$ cat config.mk
export PLATFORM = sky130hd
export DESIGN_NAME = audio_mix_sd
export DESIGN_NICKNAME = d
export VERILOG_FILES = /design/src/rtl/audio_mix_sd.sv
export SDC_FILE = /design/constraint.sdc
export NUM_CORES = 1
export LEC_CHECK = 0
export ABC_CLOCK_PERIOD_IN_PS = 5600
export BUFFER_PORTS_ARGS = -buffer_cell sky130_fd_sc_hd__buf_2
export CORE_MARGIN = 2
export CORE_UTILIZATION = 40
export DETAILED_ROUTE_END_ITERATION = 7
export PLACE_DENSITY = 0.66
export SYNTH_ARGS = -nofsm -noshare
export SYNTH_HDL_FRONTEND = slang
export SYNTH_SLANG_ARGS = --single-unit
$ cat constraint.sdc
create_clock -name clk_sys -period 5.6 [get_ports clk_sys]
set_clock_uncertainty 0.05 [all_clocks]
set_input_delay 0.84 -clock clk_sys [delete_from_list [all_inputs] [get_ports clk_sys]]
set_output_delay 0.84 -clock clk_sys [all_outputs]
set_load 0.02 [all_outputs]
$ cat src/rtl/audio_mix_sd.sv
// audio_mix_sd: mixes NCH unsigned PCM channels into stereo through
// per-channel, per-side gains. One multiply-accumulate per side is shared
// across the channels, one channel per cycle. Each side drives a
// first-order sigma-delta bitstream.
//
// Ports:
//   clk_sys, nRESET      clock and asynchronous active-low reset
//   ch_data              channel samples, channel k at [k*IW +: IW]
//   mute                 zeroes the next mix; sampled once per frame at SNAP
//   gain_we/addr/data    gain file write; data = {gain_l, gain_r}
//   mix_l, mix_r         current PCM mix, held between frames
//   frame                one-cycle pulse, aligned with the new mix values
//   AUDIO_L, AUDIO_R     sigma-delta bitstreams
module audio_mix_sd #(
  parameter int unsigned NCH = 4,
  parameter int unsigned IW  = 8,
  parameter int unsigned GW  = 4,
  parameter int unsigned OW  = 12,
  parameter int unsigned DIV = 64
) (
  input  logic                                 clk_sys,
  input  logic                                 nRESET,
  input  logic [NCH*IW-1:0]                    ch_data,
  input  logic                                 mute,
  input  logic                                 gain_we,
  input  logic [((NCH > 1) ? $clog2(NCH) : 1)-1:0] gain_addr,
  input  logic [2*GW-1:0]                      gain_data,
  output logic [OW-1:0]                        mix_l,
  output logic [OW-1:0]                        mix_r,
  output logic                                 frame,
  output logic                                 AUDIO_L,
  output logic                                 AUDIO_R
);

  localparam int unsigned GAW = (NCH > 1) ? $clog2(NCH) : 1;
  localparam int unsigned AW  = IW + GW + $clog2(NCH);
  localparam int unsigned PW  = IW + GW;
  localparam int unsigned CW  = (DIV > 1) ? $clog2(DIV) : 1;

  typedef enum logic [1:0] {S_IDLE, S_ACC, S_DONE} state_t;

  state_t            state, state_nx;
  logic [CW-1:0]     cnt;
  logic [GAW-1:0]    idx;
  logic [AW-1:0]     acc_l, acc_r;
  logic [OW:0]       sd_l, sd_r;
  logic [GW-1:0]     gl [NCH];
  logic [GW-1:0]     gr [NCH];
  logic [GW-1:0]     sh_gl [NCH];
  logic [GW-1:0]     sh_gr [NCH];
  logic [NCH*IW-1:0] sh_data;
  logic              sh_mute;
  logic              snap_c;
  logic [IW-1:0]     sel_s;
  logic [GW-1:0]     sel_gl, sel_gr;
  logic [PW-1:0]     prod_l, prod_r;
  logic              unused_acc_lsbs;

  assign snap_c = (cnt == '0);
  // Truncated accumulator LSBs are intentionally dropped.
  assign unused_acc_lsbs = ^{acc_l, acc_r};

  // State register
  always_ff @(posedge clk_sys or negedge nRESET) begin
    if (!nRESET) state <= S_IDLE;
    else         state <= state_nx;
  end

  // Next state: SNAP on cnt==0 always restarts a frame
  always_comb begin
    state_nx = state;
    if (snap_c) begin
      state_nx = S_ACC;
    end else begin
      case (state)
        S_ACC:   if (idx == GAW'(NCH - 1)) state_nx = S_DONE;
        S_DONE:  state_nx = S_IDLE;
        default: state_nx = state;
      endcase
    end
  end

  // Channel select from the snapshot for the current idx
  always_comb begin
    sel_s  = '0;
    sel_gl = '0;
    sel_gr = '0;
    for (int k = 0; k < int'(NCH); k++) begin
      if (idx == GAW'(k)) begin
        sel_s  = sh_data[k*IW +: IW];
        sel_gl = sh_gl[k];
        sel_gr = sh_gr[k];
      end
    end
    prod_l = PW'(sel_s) * PW'(sel_gl);
    prod_r = PW'(sel_s) * PW'(sel_gr);
  end

  // Gain file; a write on the SNAP edge lands after the snapshot took the old value
  always_ff @(posedge clk_sys or negedge nRESET) begin
    if (!nRESET) begin
      for (int k = 0; k < int'(NCH); k++) begin
        gl[k] <= '1;
        gr[k] <= '1;
      end
    end else if (gain_we) begin
      for (int k = 0; k < int'(NCH); k++) begin
        if (gain_addr == GAW'(k)) begin
          gl[k] <= gain_data[2*GW-1:GW];
          gr[k] <= gain_data[GW-1:0];
        end
      end
    end
  end

  // Frame snapshot of samples, gains and mute
  always_ff @(posedge clk_sys or negedge nRESET) begin
    if (!nRESET) begin
      sh_data <= '0;
      sh_mute <= 1'b0;
      for (int k = 0; k < int'(NCH); k++) begin
        sh_gl[k] <= '1;
        sh_gr[k] <= '1;
      end
    end else if (snap_c) begin
      sh_data <= ch_data;
      sh_mute <= mute;
      for (int k = 0; k < int'(NCH); k++) begin
        sh_gl[k] <= gl[k];
        sh_gr[k] <= gr[k];
      end
    end
  end

  // Frame counter, MAC, mix output and frame pulse
  always_ff @(posedge clk_sys or negedge nRESET) begin
    if (!nRESET) begin
      cnt   <= '0;
      idx   <= '0;
      acc_l <= '0;
      acc_r <= '0;
      mix_l <= '0;
      mix_r <= '0;
      frame <= 1'b0;
    end else begin
      cnt   <= (cnt == CW'(DIV - 1)) ? '0 : cnt + CW'(1);
      frame <= (state == S_DONE);
      if (snap_c) begin
        idx   <= '0;
        acc_l <= '0;
        acc_r <= '0;
      end else if (state == S_ACC) begin
        idx   <= idx + GAW'(1);
        acc_l <= acc_l + AW'(prod_l);
        acc_r <= acc_r + AW'(prod_r);
      end
      if (state == S_DONE) begin
        mix_l <= sh_mute ? '0 : acc_l[AW-1 -: OW];
        mix_r <= sh_mute ? '0 : acc_r[AW-1 -: OW];
      end
    end
  end

  // First-order sigma-delta: carry out of an OW-bit phase accumulator
  always_ff @(posedge clk_sys or negedge nRESET) begin
    if (!nRESET) begin
      sd_l    <= '0;
      sd_r    <= '0;
      AUDIO_L <= 1'b0;
      AUDIO_R <= 1'b0;
    end else begin
      sd_l    <= {1'b0, sd_l[OW-1:0]} + {1'b0, mix_l};
      sd_r    <= {1'b0, sd_r[OW-1:0]} + {1'b0, mix_r};
      AUDIO_L <= sd_l[OW];
      AUDIO_R <= sd_r[OW];
    end
  end

endmodule
# After elaboration in Yosys (flattened, before gate mapping)
# Cells that the tools add are included.
# Widths: inputs -> output; s select.
word_totals:
  output_inout_bits: 27
  ff_bits: 188
  word_cells: 82
op_classes:
  n_reduce_logical: 10
  n_eq_ne: 10
  muxes: 24
  n_mul: 2
  n_addsub: 6
op_table:
  columns: ["op", "n"]
  rows:
  - ["$mux 14", 4]
  - ["$mux 4", 8]
  - ["$mux 8", 4]
  - ["$add 14x12->14", 2]
  - ["$add 12x12->13", 2]
  - ["$mul 8x4->12", 2]
  - ["$mux 12", 2]
  - ["$eq 2x2->1 const B", 5]
  - ["$reduce_and 2->1", 5]
  - ["$mux 2", 4]
  - ["$add 6x1->6 const B", 1]
  - ["$eq 2x1->1 const B", 3]
  - ["$eq 6x6->1 const B", 1]
  - ["$logic_not 6->1", 1]
  - ["$mux 6", 1]
  - ["$logic_not 2->1", 2]
  - ["$pmux 2 s2", 1]
  - ["$ne 3x3->1 const B", 1]
  - ["$reduce_bool 3->1", 1]
  - ["$add 2x1->2 const B", 1]
  - ["$reduce_bool 2->1", 1]

# Logic depth before layout (Yosys ltp)
logic_depth:
  word_depth: 9
  depth_mapped: 23
  ltp_nobuf: 21

# Worst setup path after synthesis
# OpenSTA, ideal clock, no wires.
synth_timing:
  path_kind: "register to register"
  startpoint: "reg idx[0]"
  endpoint: "reg acc_l[11]"
  path_slack_ns: 0.697
  path_buffers: 2
  t_arrival_ns: 4.732
  setup_ns: 0.121
  path_stages_with_launch: 23
  path_cell_list: "dfrtp_1 -> inv_1 -> ha_1 -> clkbuf_2 -> buf_2 -> nand3b_1 -> a21oi_1 -> a21oi_1 -> nor2_1 -> a21oi_1 -> nor2_1 -> fa_1 -> fa_1 -> inv_1 -> fa_1 -> inv_1 -> ha_1 -> a21o_1 -> a21o_1 -> a221oi_2 -> o21bai_1 -> xor2_1 -> a22o_1"
synth_between:
  elab_chain_len: 9
  elab_cells_between_ends: 16
  cone_classes: "add/sub: 1; mul: 1; eq/ne: 3; mux: 10; reduce/logical: 1"
synth_rtl:
  columns: ["item", "line", "text"]
  rows:
  - ["start, declared", "44", "logic [GAW-1:0] idx;"]
  - ["start signal, assigned", "153", "idx <= idx + GAW'(1);"]
  - ["$logic_not 2->1", "89", "if (idx == GAW'(k)) begin"]
  - ["$mux 8 or $mux 4 (tied branches) (4 in a row)", "89", null]
  - ["$mul 8x4->12 (*)", "95", "prod_l = PW'(sel_s) * PW'(sel_gl);"]
  - ["$add 14x12->14 (*)", "154", "acc_l <= acc_l + AW'(prod_l);"]
  - ["$mux 14 (*)", "152", "end else if (state == S_ACC) begin"]
  - ["$mux 14 (*)", "148", "if (snap_c) begin"]
  - ["end signal, assigned", "154", null]
  - ["end, declared", "45", "logic [AW-1:0] acc_l, acc_r;"]
# Mark *: on every way between the ends. The rest lies on a longest branch, timed or not. The select of a mux whose other input is x is not followed.
# A chain may end at the register's enable or synchronous reset.

# Worst setup path after layout
layout_timing:
  startpoint: "reg idx[1]"
  endpoint: "reg acc_l[11]"
# Same word-level chain as after synthesis.

==> metrics.md <==
| Metric | Value |
|---|---|
| Top-count cell post-synth | `nand2_1` |
| H-Tree Depth | `4` |
| Initial antenna violation count | `0` |
| Int Power | `2.727 mW` |
| Outcome | `finished, final reports clean` |
| Critical Path RT | `5.89 ns` |
| EDFF count, synth | `0` |
| Final setup violation count | `0` |
| Total CTS buffers | `17` |
| Post-synth top area cell | `dfrtp_1` |
| Unrepaired setup endpoints after global routing | `no` |
| Setup Fix Bufs, Post-CTS | `0` |
| Pwr Density | `326.8 nW/um^2` |
| Setup crit end kind | `flip-flop` |
| N_diodes | `0` |
| Overall Global Routing Usage | `16.67%` |
| Clock root buffer | `clkbuf_16` |
| Gpl congestion | `0.8510` |
| WHS | `0.3077 ns` |
| Syn Inst Count | `1186` |
| Clock sink count | `188` |
| Share of layout cells above drive strength 1 | `19.91%` |
| Pleak | `6.291 nW` |
| Router iterations before antenna repair | `5` |
| Die ar. | `29200 um^2` |
| CTS clk-pin slew, worst paths | `0.08 ns` |
| Vias in the first global route | `8022` |
| Mean Syn Cell Area | `9.391 um^2` |
| Max VDD drop | `0.1688 mV` |
| Inst Count DP | `1622` |
| Die height | `170.9 um` |
| Clk pwr share | `31.0%` |
| Synth top area cells | `dfrtp_1 (28%), dfstp_2 (15%), nand2_1 (9.2%), ha_1 (8.3%), fa_1 (7.9%)` |
| Final Hold Fails | `0` |
| # DRC | `0` |
| Syn. warnings | `0` |
| Sw frac | `33.93%` |
| Row count | `61` |
| Number of vias per cell | `4.875` |
| Routed len/inst | `13.92 um` |
| Count of input and output buffers | `72` |
| Synth Flop Type | `dfrtp_1` |
| Final WS setup | `0.4032 ns` |
| Largest net degree at the start of global routing | `73` |
| Hold WC Path Type | `reg2reg` |
| CP Data Arrival Time | `5.49 ns` |
| Max-Cap Viols | `0` |
| Asr flop ratio synth | `100.0%` |
| Seq/Total Area, Yosys | `42.96%` |
| Place WS | `0.3407 ns` |
| Area Overhead vs Synth | `13.40%` |
| Core box area | `27630 um^2` |
| #FFs+latches synth | `188` |
| Period utilization | `92.80%` |
| Clk buf depth | `2` |
| Die W | `170.9 um` |
| Worst setup path class | `reg2reg` |
| Overall Power | `4.128 mW` |
| Drt initial violations | `437` |
| Mapped cell area | `11140 um^2` |
| GR Overflow Total | `0` |
| Net Sw Power | `1.401 mW` |
| DRT antenna net count | `0` |
| Clock Latency Late Sink | `0.45 ns` |
| Crit path max fanout | `16` |
| Post-Layout Cell Count | `1654` |
| Flop pwr share | `42.1%` |
| Initial core utilization | `40.31%` |
| Detailed Route WL | `23030 um` |
| First-pass GRT wire length | `39270 um` |
| HPWL Detailed | `16730 um` |
| Vias | `8064` |
| Worst Tran Pin Value | `0.8783 ns` |
| Max Slew Vio Count | `0` |
| Final worst path period need | `5.197 ns` |
| TritonCTS clock tree | `done` |
| Final Net Count | `1427` |
| Relative slew margins | `41.45%` |
| IO Count | `73` |
| Synth unique cells | `50` |
| Mapped Nets | `1350` |
| Final TNS setup | `0 ns` |
| Comb pwr share | `26.9%` |
| Share of the synthesized area in the top cell type | `27.86%` |
| Startpoint Class | `flip-flop` |
| Achievable Freq | `192.4 MHz` |
| Synth cell count leaders | `nand2_1 (273), dfrtp_1 (124), inv_1 (112), a21oi_1 (92), nor2_1 (87)` |
## state kept, by name, summed over array words and instances, names as in the netlist, 6 cells and up
signal,flops
sd_r,13
sh_gr,16
acc_l,14
sh_gl,16
gr,16
mix_l,12
cnt,6
sd_l,13
acc_r,14
sh_data,32
gl,16
mix_r,12
## layout by cell type, fill, tap and decap left out, drive strengths merged, types with 24 or more instances in the layout
cell type / count
mux2: 32
buf: 101
inv: 123
fa: 44
a21oi: 95
dfstp: 64
o31ai: 24
o21ai: 27
ha: 74
dfrtp: 124
nor2: 87
nand2: 273
## critical path, cell delays in order, from the launching register on
cell	delay, ns
dfrtp_1	0.41
inv_1	0.10
ha_1	0.30
buf_4	0.25
nand3b_1	0.12
a21oi_1	0.07
a21oi_1	0.12
nor2_1	0.05
a21oi_1	0.18
buf_4	0.20
nor2_1	0.06
fa_1	0.48
fa_1	0.54
inv_1	0.05
fa_1	0.49
inv_1	0.04
ha_1	0.36
a21o_1	0.21
a21o_1	0.18
a221oi_2	0.35
o21bai_1	0.12
xor2_1	0.15
a22o_1	0.19
## final timing paths
check	from	endpoint	slack, ns	cells past startpoint
worst max-delay path	idx[1]	acc_l[11]	0.40	22
worst min-delay path	sd_r[12]	AUDIO_R	0.31	0
worst max register to register	idx[1]	acc_l[11]	0.40	22
worst min register to register	sd_r[12]	AUDIO_R	0.31	0
max in group asynchronous	nRESET	sh_data[3]	3.93	2
min in group asynchronous	nRESET	sd_l[4]	0.35	1
## per-stage QoR
stage / utilization (%) / cell area, um^2
floorplan: - / 11140
global placement: 43.43 / 12000
detailed placement: 43.43 / 12000
CTS: 45.71 / 12630
global route: 45.72 / 12630
finish: 45.72 / 12630
## cells by family (layout without fill, tap and decap cells)
logic type	Yosys count	after routing	share of synthesized area [%]
mux	36	36	3.595
flops	188	188	42.96
simple gates	454	454	17.55
buf+inv	156	246	5.684
compound gates	202	202	11.48
fa+ha+maj	118	118	16.22
xor+xnor	32	32	2.516
## area by class of cell
cell class	count	area, um^2
fillers	2680	15000
well taps	378	473.0
inverters	112	420.4
repair buffers	102	594.3
flip-flops and latches	188	4785
clock inverters	15	203.9
clock buffers	17	425.4
multi-input cells	842	5729
## power by group through the flow
stage	Sequential, mW	Combinational (mW)	Clock [mW]
global route	1.77	1.27	1.37
global placement	1.76	1.09	0
finish	1.74	1.11	1.28
floorplan	1.76	0.831	0
CTS	1.74	1.12	1.31
detailed placement	1.77	1.12	0
## layer usage
metal	vias to the layer above	track usage, %	part of all wire (%)
met3	28	3.331	3.3
met1	3833	23.09	50
met5	-	0	0
li1	4059	-	-
met2	144	27.11	45
met4	0	3.721	1.3
## repair_timing
item	CTS	global route
endpoints found under the hold margin	0	0
resized for setup	0	1
hold buffers	0	0
endpoints found under the setup margin	0	3
Note: power is estimated with default switching activity, not from simulation.
